==> src/rtl/acq_sampler_pkg.sv <==
// Shared definitions for the acquisition stage: FSM encoding and default widths
// so the transmit stage and benches agree on buffer geometry.
package acq_sampler_pkg;

  localparam int unsigned CH_WIDTH_DEF   = 8;
  localparam int unsigned ADDR_W_DEF     = 8;
  localparam int unsigned PRESCALE_W_DEF = 16;
  localparam int unsigned TIMEOUT_W_DEF  = 24;

  typedef enum logic [2:0] {
    S_IDLE    = 3'd0,
    S_ARMED   = 3'd1,
    S_CAPTURE = 3'd2,
    S_DONE    = 3'd3,
    S_RELEASE = 3'd4
  } acq_state_e;

endpackage

==> src/rtl/acq_sampler_probe_sync.sv <==
// Two-flop synchroniser bringing the asynchronous probe pins into the clk domain.
module acq_sampler_probe_sync #(
  parameter int unsigned WIDTH = 8
) (
  input  logic             clk,
  input  logic             rst,
  input  logic [WIDTH-1:0] d,
  output logic [WIDTH-1:0] q
);

  logic [WIDTH-1:0] meta;

  always_ff @(posedge clk or negedge rst) begin
    if (!rst) begin
      meta <= '0;
      q    <= '0;
    end else begin
      meta <= d;
      q    <= meta;
    end
  end

endmodule

==> src/rtl/acq_sampler.sv <==
// Logic-analyser acquisition stage: arm on masked trigger, capture 2**ADDR_W samples.
// Optional ACQ_TIMEOUT_EN adds a force-trigger timeout and the timed_out output.
module acq_sampler
  import acq_sampler_pkg::*;
#(
  parameter int unsigned CH_WIDTH   = CH_WIDTH_DEF,
  parameter int unsigned ADDR_W     = ADDR_W_DEF,
  parameter int unsigned PRESCALE_W = PRESCALE_W_DEF
`ifdef ACQ_TIMEOUT_EN
  ,
  parameter int unsigned TIMEOUT_W  = TIMEOUT_W_DEF
`endif
) (
  input  logic                  clk,
  input  logic                  rst,
  input  logic                  grant,
  output logic                  done,
  input  logic [CH_WIDTH-1:0]   probe_in,
  input  logic [PRESCALE_W-1:0] prescale,
  input  logic [CH_WIDTH-1:0]   trig_mask,
  input  logic [CH_WIDTH-1:0]   trig_value,
  output logic                  wr_en,
  output logic [ADDR_W-1:0]     wr_addr,
  output logic [CH_WIDTH-1:0]   wr_data,
`ifdef ACQ_TIMEOUT_EN
  output logic                  timed_out,
`endif
  output logic                  busy
);

  acq_state_e            state, state_d;
  logic [PRESCALE_W-1:0] pre_cnt, pre_cnt_d;
  logic [CH_WIDTH-1:0]   sample;
  logic                  wr_en_d, done_d, busy_d;
  logic [ADDR_W-1:0]     wr_addr_d;
  logic [CH_WIDTH-1:0]   wr_data_d;
  logic                  trig_hit, tmo_fire, fire;

  acq_sampler_probe_sync #(.WIDTH(CH_WIDTH)) u_sync (
    .clk (clk),
    .rst (rst),
    .d   (probe_in),
    .q   (sample)
  );

  assign trig_hit = ((sample ^ trig_value) & trig_mask) == '0;

`ifdef ACQ_TIMEOUT_EN
  logic [TIMEOUT_W-1:0] tmo_cnt, tmo_cnt_d;
  logic                 timed_out_d;
  assign tmo_fire = (tmo_cnt == '1);
`else
  assign tmo_fire = 1'b0;
`endif

  // The timeout only stands in for a match; capture is otherwise identical.
  assign fire = trig_hit | tmo_fire;

  always_ff @(posedge clk or negedge rst) begin
    if (!rst) begin
      state     <= S_IDLE;
      pre_cnt   <= '0;
      wr_en     <= 1'b0;
      wr_addr   <= '0;
      wr_data   <= '0;
      done      <= 1'b0;
      busy      <= 1'b0;
`ifdef ACQ_TIMEOUT_EN
      tmo_cnt   <= '0;
      timed_out <= 1'b0;
`endif
    end else begin
      state     <= state_d;
      pre_cnt   <= pre_cnt_d;
      wr_en     <= wr_en_d;
      wr_addr   <= wr_addr_d;
      wr_data   <= wr_data_d;
      done      <= done_d;
      busy      <= busy_d;
`ifdef ACQ_TIMEOUT_EN
      tmo_cnt   <= tmo_cnt_d;
      timed_out <= timed_out_d;
`endif
    end
  end

  always_comb begin
    state_d   = state;
    pre_cnt_d = pre_cnt;
    wr_en_d   = 1'b0;
    wr_addr_d = wr_addr;
    wr_data_d = wr_data;
`ifdef ACQ_TIMEOUT_EN
    tmo_cnt_d   = tmo_cnt;
    timed_out_d = timed_out;
`endif
    case (state)
      S_IDLE: begin
        if (grant) begin
          state_d   = S_ARMED;
          wr_addr_d = '0;
`ifdef ACQ_TIMEOUT_EN
          tmo_cnt_d   = '0;
          timed_out_d = 1'b0;
`endif
        end
      end
      S_ARMED: begin
        // Abort has priority over a coincident match.
        if (!grant) begin
          state_d = S_IDLE;
        end else if (fire) begin
          state_d   = S_CAPTURE;
          wr_en_d   = 1'b1;
          wr_addr_d = '0;
          wr_data_d = sample;
          pre_cnt_d = prescale;
`ifdef ACQ_TIMEOUT_EN
          timed_out_d = !trig_hit;
`endif
        end else begin
`ifdef ACQ_TIMEOUT_EN
          tmo_cnt_d = tmo_cnt + TIMEOUT_W'(1);
`endif
        end
      end
      S_CAPTURE: begin
        // wr_addr only reaches all-ones via the final write, so it marks completion.
        if (!grant) begin
          state_d = S_IDLE;
        end else if (wr_addr == '1) begin
          state_d = S_DONE;
        end else if (pre_cnt == '0) begin
          wr_en_d   = 1'b1;
          wr_addr_d = wr_addr + ADDR_W'(1);
          wr_data_d = sample;
          pre_cnt_d = prescale;
        end else begin
          pre_cnt_d = pre_cnt - PRESCALE_W'(1);
        end
      end
      S_DONE: begin
        state_d = S_RELEASE;
      end
      S_RELEASE: begin
        if (!grant) state_d = S_IDLE;
      end
      default: begin
        state_d = S_IDLE;
      end
    endcase
    done_d = (state_d == S_DONE);
    busy_d = (state_d == S_ARMED) || (state_d == S_CAPTURE);
  end

endmodule

==> config.mk <==
export PLATFORM = sky130hd
export DESIGN_NAME = acq_sampler
export DESIGN_NICKNAME = d
export VERILOG_FILES = /design/src/rtl/acq_sampler_pkg.sv /design/src/rtl/acq_sampler_probe_sync.sv /design/src/rtl/acq_sampler.sv
export SDC_FILE = /design/constraint.sdc
export NUM_CORES = 1
export LEC_CHECK = 0
export ABC_AREA = 1
export BUFFER_PORTS_ARGS = -buffer_cell sky130_fd_sc_hd__buf_4
export CAP_MARGIN = 5
export CORE_MARGIN = 10
export CORE_UTILIZATION = 40
export DETAILED_ROUTE_END_ITERATION = 8
export GPL_ROUTABILITY_DRIVEN = 0
export HOLD_SLACK_MARGIN = 0.1
export MAX_ROUTING_LAYER = met4
export SYNTH_ARGS = -nofsm -noshare
export SYNTH_HDL_FRONTEND = slang
export SYNTH_SLANG_ARGS = --single-unit
==> constraint.sdc <==
create_clock -name clk -period 1.6 [get_ports clk]
set_input_delay 0.32 -clock clk [delete_from_list [all_inputs] [get_ports clk]]
set_output_delay 0.32 -clock clk [all_outputs]
set_load 0.005 [all_outputs]
# Word level (Yosys, flattened, before mapping)
# Cells that the tools add are included.
classes:
  eq_ne: 14
  addsub: 2
  n_mux: 32
  reduce_logical: 9
  n_bitwise: 2
ops:
  columns: ["operator", "count"]
  rows:
  - ["$mux 8", 11]
  - ["$mux 16", 5]
  - ["$pmux 16 s2", 1]
  - ["$pmux 8 s3", 1]
  - ["$mux 3", 6]
  - ["$logic_not 16->1", 1]
  - ["$pmux 8 s2", 1]
  - ["$sub 16x1->16 const B", 1]
  - ["$pmux 3 s5", 1]
  - ["$eq 3x2->1 const B", 4]
  - ["$ne 2x2->1 const B", 6]
  - ["$add 8x1->8 const B", 1]
  - ["$and 8x8->8", 1]
  - ["$eq 8x8->1 const B", 1]
  - ["$logic_not 8->1", 1]
  - ["$xor 8x8->8", 1]
  - ["$reduce_and 7->1", 1]
  - ["$eq 3x1->1 const B", 2]
  - ["$reduce_and 6->1", 1]
  - ["$mux 1", 5]
  - ["$reduce_and 5->1", 1]
  - ["$eq 3x3->1 const B", 1]
  - ["$logic_not 3->1", 1]
  - ["$reduce_bool 3->1", 1]
  - ["3 further kinds", 3]
word_totals:
  input_bits: 43
  regBits: 54
  out_inout_bits: 19

# Depth between registers and ports, before layout
# Gate-level depths: netlist of run 1.
depth:
  depth_word: 8
  ltp_mapped: 12

# Modules after synthesis
# Synthesis of run 1 repeated with hierarchy kept, for this count alone.
hier_totals:
  hier_cells: 378
  hier_area_um2: 2931.6
modules_own_cells:
  columns: ["module", "cells_each", "area_per_inst_um2", "n_inst"]
  rows:
  - ["acq_sampler", 362, 2531.2, 1]
  - ["acq_sampler_probe_sync", 16, 400.4, 1]

# Worst setup path before layout of run 1
# No wires, ideal clock.
synth_timing:
  path_type: "reg2reg"
  start: "reg wr_addr[0]"
  end: "reg pre_cnt[2]"
  arrival_time_ps: 1465
  synth_period_minus_slack_ps: 1582
  slack_ps: 18
  stages_incl_launch_ff: 12
  path_cell_list: "dfrtp_1 > ha_1 > nand2_1 > nor2_2 > nand4_2 > nor2_4 > nor2_4 > nand2_4 > inv_2 > buf_6 > nand2_2 > nand2_1"
synth_via:
  elab_chain_cells: 3
synth_rtl:
  columns: ["element", "line", "rtl"]
  rows:
  - ["start, declared", "acq_sampler.sv:23", "output logic [ADDR_W-1:0] wr_addr,"]
  - ["start signal, assigned", "acq_sampler.sv:76", "wr_addr <= wr_addr_d;"]
  - ["$eq 8x8->1", "acq_sampler.sv:131", "end else if (wr_addr == '1) begin"]
  - ["$ne 2x2->1 (no line)", null, null]
  - ["$reduce_and 5->1 (no line)", null, null]
  - ["end signal, assigned", "acq_sampler.sv:74", "pre_cnt <= pre_cnt_d;"]
  - ["end, declared", "acq_sampler.sv:32", "logic [PRESCALE_W-1:0] pre_cnt, pre_cnt_d;"]
# No other way between the ends.
# A chain may end at the register's enable or synchronous reset.

# Final worst setup path of run 1
layout_timing:
  start: "reg pre_cnt[0]"
  end: "reg wr_addr[1]"
layout_via:
  elab_chain_cells: 3
layout_rtl:
  columns: ["element", "line", "rtl"]
  rows:
  - ["$logic_not 16->1", "acq_sampler.sv:133", "end else if (pre_cnt == '0) begin"]
  - ["$ne 2x2->1 (no line)", null, null]
  - ["$reduce_and 7->1 (no line)", null, null]
# No other way between the ends.

==> key figures, run 1 <==
Status
  • Status: finished, violations left
  • Failing checks: negative setup slack

Global route
  • First-pass GRT wire length: 12,300 um
  • Largest net degree at the start of global routing: 36
  • Antenna violations before repair: 0
  • Tot GR Track Use: 0.132
  • Vias in the first global route: 2,754
  • GRT overflow: 0

Clocking
  • CTS sink count: 54
  • Clock Tree Root: clkbuf_8
  • CTS tree: built
  • # H-tree levels: 2
  • CTS clk-pin slew, worst paths: 0.12 ns
  • Clk buf depth: 2
  • Worst-Skew Late Latency: 0.32 ns
  • CTS Buf Count: 5

STA
  • Hold Violations, Final: 0
  • Share of the clock period used by the worst path: 1.03
  • Fin crit period: 1.65 ns
  • Slew Limit Fails: 0
  • Final setup fails: 12
  • Worst slew pin tran: 0.283 ns
  • F_max: 607 MHz
  • Setup ws final: -0.0473 ns
  • Final Skew: 0.0136 ns
  • WHS: 0.288 ns
  • Relative slew slack: 0.811
  • RSZ-0062 raised after global routing: true

Yosys
  • Synth cell types: 27
  • Register area share after synthesis: 0.453
  • Synthesized Nets: 432
  • EDFF count, synth: 0
  • Synth area leaders: dfrtp_1 45%, nand2_1 18%, inv_1 5.3%, nand3_1 4.2%, nor2_1 3.5%
  • Synth top cells by count: 141 x nand2_1, 54 x dfrtp_1, 42 x inv_1
  • Seq cells post-synth: 54
  • Cell taking the most area after synthesis: dfrtp_1
  • Mapped Avg Cell Area: 7.72 um2
  • Asr flop ratio synth: 1.00
  • Area share of the largest cell type after synthesis: 0.453
  • Top FF cell, synth: dfrtp_1
  • Synthesized area: 2980 um2
  • Most frequent cell after synthesis: nand2_1
  • Post-Syn Instances: 386
  • Yosys Warn Count: 0

Placed design
  • DP Cell Count: 571
  • PortBufs: 61
  • Post-detail-place hpwl: 5550 um
  • Area post-placement: 3790 um2

Power and ir drop
  • Psw: 2.21 mW
  • Clk pwr share: 0.151
  • Largest vdd supply drop: 584 uV
  • Switching share of power: 0.401
  • Comb power frac: 0.497
  • Part of the power in registers: 0.352
  • Leak: 2.30 nW
  • Power Density: 1260 nW/um2
  • Internal Power: 3.30 mW

Critical path
  • Family with the most delay on the worst path: simple AND/OR/NAND/NOR gates
  • Delay of the slowest critical-path stage: 0.41 ns
  • Worst path slowest cell: dfrtp_1
  • Critical path class: reg2reg
  • CP dominant cell by count: nand2_4
  • Arrival time worst endpoint: 1.89 ns
  • Buf+Inv Stages, Crit Path: 1
  • Critical Path End Type: register
  • Req. time, crit path: 1.84 ns
  • Critical Path Fanout Max: 8
  • Startpoint type of the worst setup path: register
  • Critical-path cell list: inv_2 > ha_4 > nand3_2 > nor2_2 > nand2_2 > nand2_4 > nand2_4 > nor2_4 > nand2_4 > o21ai_2

Floorplan
  • IO Pins: 62
  • Placement Rows: 31
  • Die area: 11,300 um2
  • Die H: 106 um
  • Die W: 106 um
  • Core area: 7250 um2
  • Initial Util: 0.411

Layout
  • Fill cell count: 673
  • Layout Cells excl Fill: 613
  • Post-route cell area: 4390 um2
  • Synthesis-to-finish area growth: 47.1%
  • NumNets Final: 559
  • Layout cells sized above 1: 0.424
  • Diode count: 0

Worst hold path
  • Class of the worst hold path: in2reg

Detailed routing
  • Detail Route Antenna Nets: 0
  • Iteration-0 DRC Markers: 100
  • Vias: 2,850
  • Total length of routed wires: 7920 um
  • Wirelength per Cell: 12.9 um
  • Via/cell ratio: 4.65
  • Drt drc: 0
  • Pre-antenna DRT Iters: 4

Run
  • Max cap viols: 0
## metal layers
metal,wire [um],share of wire,vias up,global-route usage
met2,4210,0.53,42,0.236
met1,3400,0.43,1340,0.149
met3,250,0.032,6,0.0278
met4,55,0.0069,0,0.0271
li1,-,-,1462,-
met5,0,0,-,-
## final cells by class
class	count	area [um2]	area share
repair buffers	126	1030	0.235
clock buffers	5	68.8	0.0157
inverters	46	191	0.0437
multi-input cells	279	1580	0.361
repair inverters	1	7.51	0.00171
flip-flops and latches	54	1350	0.308
clock inverters	3	26.3	0.00599
well taps	99	124	0.0282
## worst reg2reg max path, cell delays in order (launching register included)
cell	delay [ns]
dfrtp_1	0.41
inv_2	0.10
ha_4	0.13
nand3_2	0.07
nor2_2	0.10
nand2_2	0.07
nand2_4	0.13
nand2_4	0.07
nor2_4	0.21
nand2_4	0.15
o21ai_2	0.15
## timing repair
item,4_1_cts,5_1_grt
pin swaps,0,43
hold endpoints to repair,27,0
setup endpoints to repair,18,33
gates cloned,0,4
hold buffers,9,0
resized for setup,3,66
setup buffers,0,21
## final timing paths
kind,endpoint,from,slack [ns],cells after the start
max,wr_addr[1],pre_cnt[0],-0.05,10
min,pre_cnt[12],prescale[12],0.29,5
max reg2reg,wr_addr[1],pre_cnt[0],-0.05,10
min reg2reg,u_sync.q[3],u_sync.meta[3],0.36,0
max in group asynchronous,state[0],rst,0.70,3
min in group asynchronous,pre_cnt[14],rst,0.41,2
## power groups by stage
stage	Combinational [mW]	Sequential, mW	Clock [mW]
global route	3.06	1.97	0.911
CTS	2.25	1.91	0.864
detailed placement	2.20	1.93	0
floorplan	1.23	1.97	0
finish	2.74	1.94	0.832
global placement	2.17	1.93	0
## cells in the final DEF (no fill, tap or decap), drive strengths merged
| cell type | instances |
|---|---|
| a21oi | 4 |
| inv | 47 |
| dfrtp | 54 |
| clkbuf | 5 |
| or2 | 4 |
| nand3b | 1 |
| buf | 117 |
| nand4 | 15 |
| clkinv | 1 |
| nand2 | 161 |
| nor2 | 36 |
| o21ai | 16 |
| nand3 | 27 |
| xnor2 | 5 |
| dlygate4sd3 | 9 |
| ha | 3 |
| xor2 | 6 |
| clkinvlp | 2 |
| o211ai | 1 |
## stage by stage
step | setup TNS [ns] | utilization | setup slack (ns) | power, mW
finish | -0.281 | 0.605 | -0.0473 | 5.52
global placement | -0.0183 | 0.523 | -0.0183 | 4.10
CTS | -0.0721 | 0.550 | -0.0136 | 5.02
detailed placement | -0.0239 | 0.523 | -0.0126 | 4.13
global route | -2.78 | 0.605 | -0.157 | 5.94
floorplan | 0 | - | 0.0185 | 3.20
## sequential cells by signal, indices dropped and copies added, names as in the netlist
name and count:
busy 1, wr_data 8, pre_cnt 16, wr_en 1, u_sync.meta 8, wr_addr 8
u_sync.q 8, done 1, state 3
## cell families after synthesis
family          Yosys count  synth area share
compound gates           21            0.0474
xor+xnor                 11            0.0323
fa+ha+maj                 3            0.0126
buf+inv                  55            0.0818
flops                    54             0.453
simple gates            242             0.373
Power figures use the tool's default switching activity.
==> run 2, diff against run 1 <==
Settings changed: BUFFER_PORTS_ARGS -buffer_cell sky130_fd_sc_hd__buf_4 to -buffer_cell sky130_fd_sc_hd__buf_2, CORE_UTILIZATION 40 to 49, PLACE_DENSITY from default to 0.76.
==> key figures, run 2 (synthesis results as in run 1) <==
Status
  • Status: finished, violations left
  • Failing checks: negative setup slack

Critical path
  • Family with the most delay on the worst path: simple AND/OR/NAND/NOR gates
  • Worst path slowest cell: dfrtp_1
  • Buf+Inv Stages, Crit Path: 4 (+3)
  • Arrival time worst endpoint: 1.89 ns (about the same)
  • Reg-to-reg slack, setup: -0.07 ns (-0.02 ns)
  • Delay of the slowest critical-path stage: 0.44 ns (+0.03 ns)
  • Req. time, crit path: 1.83 ns (about the same)
  • Critical-path cell list: inv_2 > nand3_2 > inv_2 > buf_4 > o21ai_4 > nor2_4 > nand2_4 > buf_6 > nand2_1 > nand2_1
  • Critical Path End Type: register
  • Critical Path Fanout Max: 6 (-2)
  • Startpoint type of the worst setup path: register
  • Critical path class: reg2reg

Detailed routing
  • Iteration-0 DRC Markers: 82 (-18%)
  • Wirelength per Cell: 14.2 um (+9.9%)
  • Vias: 2,928 (+2.7%)
  • Drt drc: 0 (unchanged)
  • Total length of routed wires: 8330 um (+5.3%)
  • Pre-antenna DRT Iters: 4 (unchanged)
  • Via/cell ratio: 4.99 (+7.3%)
  • Detail Route Antenna Nets: 0 (unchanged)

Placed design
  • Post-detail-place hpwl: 5450 um (-1.8%)
  • PortBufs: 61 (unchanged)

STA
  • Hold Violations, Final: 0 (unchanged)
  • Worst slew pin tran: 0.303 ns (+0.0198 ns)
  • Fin crit period: 1.67 ns (+0.0191 ns)
  • Setup ws final: -0.0665 ns (-0.0191 ns)
  • Share of the clock period used by the worst path: 1.04 (+0.0120)
  • Relative slew slack: 0.798 (-0.0125)
  • WHS: 0.290 ns (+0.00211 ns)
  • F_max: 600 MHz (-1.1%)
  • Slew Limit Fails: 0 (unchanged)
  • Final setup fails: 24 (+12)
  • RSZ-0062 raised after global routing: true
  • Final Skew: 0.00312 ns (-0.0105 ns)

Power and ir drop
  • Power Density: 1300 nW/um2 (+3.4%)
  • Largest vdd supply drop: 669 uV (+15%)
  • Total power: 5.42 mW (-1.7%)
  • Leak: 2.25 nW (-2.5%)

Clocking
  • CTS clk-pin slew, worst paths: 0.11 ns (about the same)
  • # H-tree levels: 2 (unchanged)
  • CTS tree: built
  • CTS Buf Count: 5 (unchanged)
  • Worst-Skew Late Latency: 0.33 ns (about the same)
  • CTS sink count: 54 (unchanged)
  • Clk buf depth: 2 (unchanged)
  • Clock Tree Root: clkbuf_8

Global route
  • GRT overflow: 0 (unchanged)
  • Largest net degree at the start of global routing: 55 (+53%)
  • Vias in the first global route: 2,882 (+4.6%)
  • Antenna violations before repair: 0 (unchanged)
  • Tot GR Track Use: 0.160 (+0.0278)
  • First-pass GRT wire length: 12,800 um (+4.2%)

Layout
  • Reg with most FFs: pre_cnt
  • Synthesis-to-finish area growth: 39.9%
  • Commonest non-fill, non-tap cell in the layout: nand2_1
  • Diode count: 0 (unchanged)
  • Most frequent cells in the layout: 120 x nand2_1, 61 x buf_2, 53 x dfrtp_1
  • Max reg flops: 16 (unchanged)
  • Final core utilization: 0.705 (+0.0999)
  • Fill cell count: 448 (-33%)
  • Layout cells sized above 1: 0.416 (-0.00811)
  • NumNets Final: 557 (-0.36%)

Floorplan
  • Placement Rows: 28 (-9.7%)
  • Die W: 98.0 um (-7.8%)
  • IO Pins: 62 (unchanged)
  • Die H: 98.0 um (-7.8%)
  • Die area: 9600 um2 (-15%)
  • Initial Util: 0.504 (+0.0925)
  • Core area: 5920 um2 (-18%)

Run
  • Max cap viols: 0 (unchanged)

Worst hold path
  • Class of the worst hold path: in2reg
==> run 2: final cells by class <==
class                           instances  area, um2  share of cell area
Clock inverter                          3       28.8             0.00690
Clock buffer                            5       68.8              0.0165
Timing Repair Buffer                  124        852               0.204
Timing Repair inverter                  1       7.51             0.00180
Tap cell                               75       93.8              0.0225
Sequential cell                        54       1350               0.324
Multi-Input combinational cell        279       1580               0.379
Inverter                               46        189              0.0453
==> run 2: worst min-delay path, cell delays in order <==
cell and delay [ns]:
buf_2 0.07, nand2_1 0.04, nand2_1 0.05, nand2_1 0.04
nand2_1 0.06
==> run 2: final timing paths <==
check,from,to,depth (start not counted)
max in group asynchronous,rst,state[0],3
max,state[2],pre_cnt[14],10
min in group asynchronous,rst,pre_cnt[3],3
min reg2reg,u_sync.meta[1],u_sync.q[1],0
max reg2reg,state[2],pre_cnt[14],10
min,prescale[12],pre_cnt[12],5
==> run 2: layer usage <==
layer | up-vias | track usage | routed length (um)
met4 | 0 | 0.0526 | 119
met1 | 1406 | 0.174 | 3380
met3 | 13 | 0.0409 | 407
met2 | 61 | 0.278 | 4430
li1 | 1448 | - | -
met5 | - | - | 0
==> run 2: what timing repair did <==
action | in CTS | in global routing
hold buffers | 9 | 0
endpoints found under the setup margin | 20 | 33
pin swaps | 6 | 23
buffers inserted | 3 | 19
hold endpoints to repair | 62 | 0
gates resized for setup | 14 | 52
gates cloned | 1 | 3
==> run 2: stage by stage <==
step | instances | setup TNS, ns | setup slack [ns] | area, um2
after CTS | 565 | 0 | 0.00264 | 3830
final | 587 | -0.837 | -0.0665 | 4170
after global routing | 587 | -3.66 | -0.161 | 4170
after floorplan | 386 | 0 | 0.0185 | 2980
after detailed placement | 544 | -0.0479 | -0.0185 | 3560
after global placement | 544 | 0 | 0.0293 | 3560
==> run 2: power by group <==
part	switching [mW]	internal, mW	leakage, nW
Clock	0.527	0.326	0.0502
Sequential	0.252	1.69	0.678
Combinational	1.47	1.16	1.52
Total	2.24	3.18	2.25
